--- config.mk ---
export PLATFORM = sky130hd
export DESIGN_NAME = regfile_wb_arbiter
export DESIGN_NICKNAME = d
export VERILOG_FILES = /design/src/rtl/regfile_wb_arbiter.sv
export SDC_FILE = /design/constraint.sdc
export NUM_CORES = 1
export LEC_CHECK = 0
export CORE_ASPECT_RATIO = 0.8
export CORE_MARGIN = 2
export CORE_UTILIZATION = 45
export DETAILED_ROUTE_END_ITERATION = 16
export PLACE_DENSITY = 0.86
export SLEW_MARGIN = 25
export SYNTH_ARGS = -nofsm -noshare
export SYNTH_HDL_FRONTEND = slang
export SYNTH_SLANG_ARGS = --single-unit
--- constraint.sdc ---
create_clock -name clock -period 3.6 [get_ports clock]
set_input_delay 0.36 -clock clock [delete_from_list [all_inputs] [get_ports clock]]
set_output_delay 0.36 -clock clock [all_outputs]
set_load 0.02 [all_outputs]
--- src/rtl/regfile_wb_arbiter.sv ---
// Register-file writeback arbiter: ALU (A) vs load (B) ports.
// Rotating priority, x0 bypass, one registered write strobe.
module regfile_wb_arbiter (
  input  logic        clock,
  input  logic        Reset,
  input  logic        a_valid,
  output logic        a_ready,
  input  logic [4:0]  a_addr,
  input  logic [31:0] a_data,
  input  logic        b_valid,
  output logic        b_ready,
  input  logic [4:0]  b_addr,
  input  logic [31:0] b_data,
  output logic        reg_write_enable,
  output logic [4:0]  reg_write_address,
  output logic [31:0] write_data,
  output logic        last_grant_b,
  output logic [7:0]  conflict_count
);

  typedef enum logic {
    PRI_A = 1'b0,
    PRI_B = 1'b1
  } pri_e;

  pri_e state;
  pri_e state_nxt;

  logic a_real;
  logic b_real;
  logic both_real;
  logic grant_a;
  logic grant_b;

  // Real requests target a register other than x0.
  always_comb begin
    a_real    = a_valid && (a_addr != 5'd0);
    b_real    = b_valid && (b_addr != 5'd0);
    both_real = a_real && b_real;
  end

  // Grant selection and next priority; x0 requests are absorbed freely.
  always_comb begin
    grant_a   = 1'b0;
    grant_b   = 1'b0;
    state_nxt = state;
    a_ready   = 1'b0;
    b_ready   = 1'b0;
    if (!Reset) begin
      grant_a = a_real && (!b_real || state == PRI_A);
      grant_b = b_real && (!a_real || state == PRI_B);
      a_ready = grant_a || (a_valid && a_addr == 5'd0);
      b_ready = grant_b || (b_valid && b_addr == 5'd0);
    end
    unique case (1'b1)
      grant_a: state_nxt = PRI_B;
      grant_b: state_nxt = PRI_A;
      default: state_nxt = state;
    endcase
  end

  // Priority state register.
  always_ff @(posedge clock) begin
    if (Reset) begin
      state <= PRI_A;
    end else begin
      state <= state_nxt;
    end
  end

  // Output write register; address/data/grant hold when idle.
  always_ff @(posedge clock) begin
    if (Reset) begin
      reg_write_enable  <= 1'b0;
      reg_write_address <= 5'd0;
      write_data        <= 32'd0;
      last_grant_b      <= 1'b0;
    end else if (grant_a) begin
      reg_write_enable  <= 1'b1;
      reg_write_address <= a_addr;
      write_data        <= a_data;
      last_grant_b      <= 1'b0;
    end else if (grant_b) begin
      reg_write_enable  <= 1'b1;
      reg_write_address <= b_addr;
      write_data        <= b_data;
      last_grant_b      <= 1'b1;
    end else begin
      reg_write_enable  <= 1'b0;
    end
  end

  // Saturating count of cycles with two competing real requests.
  always_ff @(posedge clock) begin
    if (Reset) begin
      conflict_count <= 8'd0;
    end else if (both_real && conflict_count != 8'hff) begin
      conflict_count <= conflict_count + 8'd1;
    end
  end

endmodule
==> impl_summary.log <==
[metrics] run status: finished clean
[metrics] number of post-CTS setup repair buffers: 0
[metrics] power per unit of standard cell area: 325.0 nW/um^2
[metrics] overflow left after global routing: 0
[metrics] count of hold buffers inserted by post-cts repair: 0
[metrics] top layer used by detailed routing: met4
[metrics] mux contribution to synthesized area: 2.052%
[metrics] total clock buffers created by CTS: 5
[metrics] Setup Skew: 0.004824 ns
[metrics] Syn. warnings: 0
[metrics] number of search-and-repair iterations in the first detailed-routing pass: 4
[metrics] capturing element of the worst setup path: b_ready
[metrics] Root Buffer: clkbuf_8
[metrics] Comb power frac: 31.5%
[metrics] DRC Markers: 0
[metrics] Detail Route met3 WL: 537 um
[metrics] row cnt: 25
[metrics] maximum buffer depth of the clock tree: 2
[metrics] source of the worst hold timing path: write_data[6]
[metrics] hold crit path type: reg2reg
[metrics] fraction of final layout cells sized beyond drive strength 1: 20.59%
[metrics] worst-path maximum fanout: 5
[metrics] Pins Over Slew Limit: 0
[metrics] overall die width: 91.31 um
[metrics] estimated wirelength of the detail-placed design: 6.044 mm
[metrics] total of flip-flops plus latches after synthesis: 48
[metrics] launching instance or port of the critical path: b_addr[1]
[metrics] combined area of all synthesized cells: 2744 sq um
[metrics] Sequential Power Share: 44.1%
[metrics] area share of fa/ha/maj cells after synthesis: 0.4560%
[metrics] count of H-tree levels built during CTS: 2
[metrics] detailed-routing wirelength on met1: 3.721 mm
[metrics] Max Clock Freq: 0.3575 GHz
[metrics] internal power: 0.0009404 W
[metrics] core box area: 5912 sq um
[metrics] total die area: 6742 sq um
[metrics] cell leakage power: 1.324 nW
[metrics] count of cells along the worst register-to-register path: 4
[metrics] # diodes: 0
[metrics] headroom to the max-slew limit: 60.91%
[metrics] Total Routed Length: 8.554 mm
[metrics] fin nets: 486
[metrics] via count of the first global-routing pass: 2742
[metrics] placed insts: 481
[metrics] reg-to-reg setup timing slack: 1.83 ns
[metrics] max-cap violations: 0
[metrics] Worst Path Required: 3.24 ns
[metrics] part of the Yosys area used for sequential elements: 35.02%
[metrics] number of ports placed on the die boundary: 127
[metrics] Worst Hold Depth: 2
[metrics] total number of vias: 2876
[metrics] pin count of the biggest net entering global routing: 67
[metrics] Worst Max-Slew Pin Slew: 0.5810 ns
[metrics] kind of start point of the critical path: input pin
[metrics] chip height: 73.84 um
[metrics] period utilisation layout: 77.69%
[metrics] Pwr Total: 0.001347 W
[metrics] count of final setup violators: 0
[metrics] unrepaired setup endpoints after global routing: false
[metrics] average cell area after synthesis: 9.208 sq um
[metrics] arrival time of the worst setup path: 2.44 ns
[metrics] commonest cells after routing, fill and taps aside: 125 x clkdlybuf4s50_1, 48 x dfxtp_1, 37 x nor3_1
[metrics] startpoint of the worst register-to-register path: conflict_count[1]
[metrics] switching part of the total: 30.19%
[metrics] post-synthesis share of cell area spent on and, or, nand and nor gates: 26.22%
[metrics] combinational family with the most area after synthesis: compound AO/OA/AOI/OAI gates
[metrics] met2 wire length: 4.180 mm
[metrics] final non-filler cell total: 489
[metrics] global-route wire length before repair: 13.54 mm
[metrics] nets in the synthesized netlist: 377
[metrics] clock slew at the register clock pins of the worst setup and hold paths: 0.09 ns
[metrics] GP Congestion: 0.8547
[metrics] GRT Total Usage: 24.83%
[metrics] path type of the worst setup path: in2out
[metrics] final count of hold timing violations: 0
[metrics] reported net switching power: 0.0004067 W
[metrics] highest ir drop seen on vdd: 0.0001595 V
[metrics] number of antenna violations at the first check in global routing: 0
[metrics] via density per instance: 5.881
[metrics] Synth Area in XOR/XNOR: 0%
[metrics] post-cts sizing count: 0
[metrics] post-layout minimum cycle time: 2.797 ns
[metrics] area added between synthesis and finish: 51.07%
[metrics] Routed wire per std cell: 17.49 um
[metrics] post-synthesis compound-gate area fraction: 29.82%
[metrics] IO Port Bufs: 126
[metrics] clock latency on the worst-skew pair: 0.29 ns
[metrics] worst flop-to-flop path endpoint: conflict_count[6]
[metrics] Sink Count: 48
[metrics] clock tree from TritonCTS: built
[metrics] Mapped Cells: 298
[metrics] most common cell after layout, fill and taps aside: clkdlybuf4s50_1
[metrics] final sum of negative setup slack: 0 ns
[metrics] fraction of power consumed by the clock network: 24.4%
[metrics] number of nets with antenna violations after routing: 0
[metrics] kind of capture point of the worst setup path: output pin
[metrics] number of design-rule violations left by the first detailed-router iteration: 144
[metrics] number of library cell types mapped by synthesis: 40
[metrics] Initial Util: 46.41%
## cell families after synthesis
family,count (synthesis)
AO/OA/AOI/OAI,95
adder cells (fa/ha/maj),1
multiplexers,5
buffers and inverters,36
flip-flops,48
AND/OR/NAND/NOR,113
## worst min-delay path by stage
stage                                 to  slack [ns]
after floorplan                    state        0.52
after global placement    write_data[28]        0.49
after detailed placement  write_data[29]        0.50
after CTS                 write_data[29]        0.51
after global routing      write_data[29]        0.55
final                      write_data[6]        0.51
## critical path, stage by stage
cell	delay (ns)
clkdlybuf4s50_1	0.46
or4_4	0.60
nor2_1	0.27
o21a_1	0.15
clkdlybuf4s50_1	0.60
## layout make-up
cell class	instances	area, sq um
Fill cell	469	1767
Clock buffer	6	82.58
Sequential cell	48	960.9
Inverter	4	15.01
Tap cell	81	101.3
Timing Repair Buffer	134	1329
Clock inverter	2	10.01
Multi-Input combinational cell	214	1647
## flip-flops by register name (all words and copies together) (netlist names)
name               cells
conflict_count         8
write_data            32
reg_write_address      5
last_grant_b           1
reg_write_enable       1
state                  1
## routing by layer
metal / vias up / track usage [%]
met2: 112 / 43.13
met1: 1376 / 32.12
li1: 1378 / -
met5: - / 0
met3: 10 / 4.308
met4: 0 / 7.071
## cell usage after synthesis, drive strengths merged
cell	n	area share, %
o31ai	3	0.82
nand2	4	0.55
o21a	1	0.27
and4	1	0.32
nand3	8	1.5
or4	3	0.96
o21ai	41	8.6
a311oi	37	17
dfxtp	48	35
clkbuf	16	2.3
nor2b	6	1.6
o2111ai	1	0.32
or3	1	0.23
o22ai	1	0.23
o211ai	1	0.27
mux2	5	2.1
ha	1	0.46
nor4b	1	0.32
nor3	38	7.1
buf	16	3.6
nand4b	1	0.32
a22oi	1	0.27
nor4	5	1.1
nor2	11	1.5
or2	1	0.23
nand4	1	0.23
a211oi	4	1.1
a21oi	5	0.91
or3b	32	10
inv	4	0.55
## power by group through the flow
stage	combinational, W	sequential [W]	clock (W)
global route	0.000452	0.000599	0.000362
finish	0.000424	0.000595	0.000329
global placement	0.000414	0.000605	0
CTS	0.000425	0.000594	0.000339
detailed placement	0.000423	0.000606	0
floorplan	0.000167	0.000652	0
## stage by stage
step                cell area (sq um)  utilization (%)  hold WS, ns  setup WS, ns
floorplan                        2744                -       0.5222         1.616
global placement                 4053            68.55       0.4876        0.7669
detailed placement               4053            68.55       0.5008        0.8306
CTS                              4145            70.12       0.5114        0.8304
global route                     4145            70.12       0.5503        0.6375
finish                           4145            70.12       0.5115        0.8030
(Power assumes the default switching activity.)
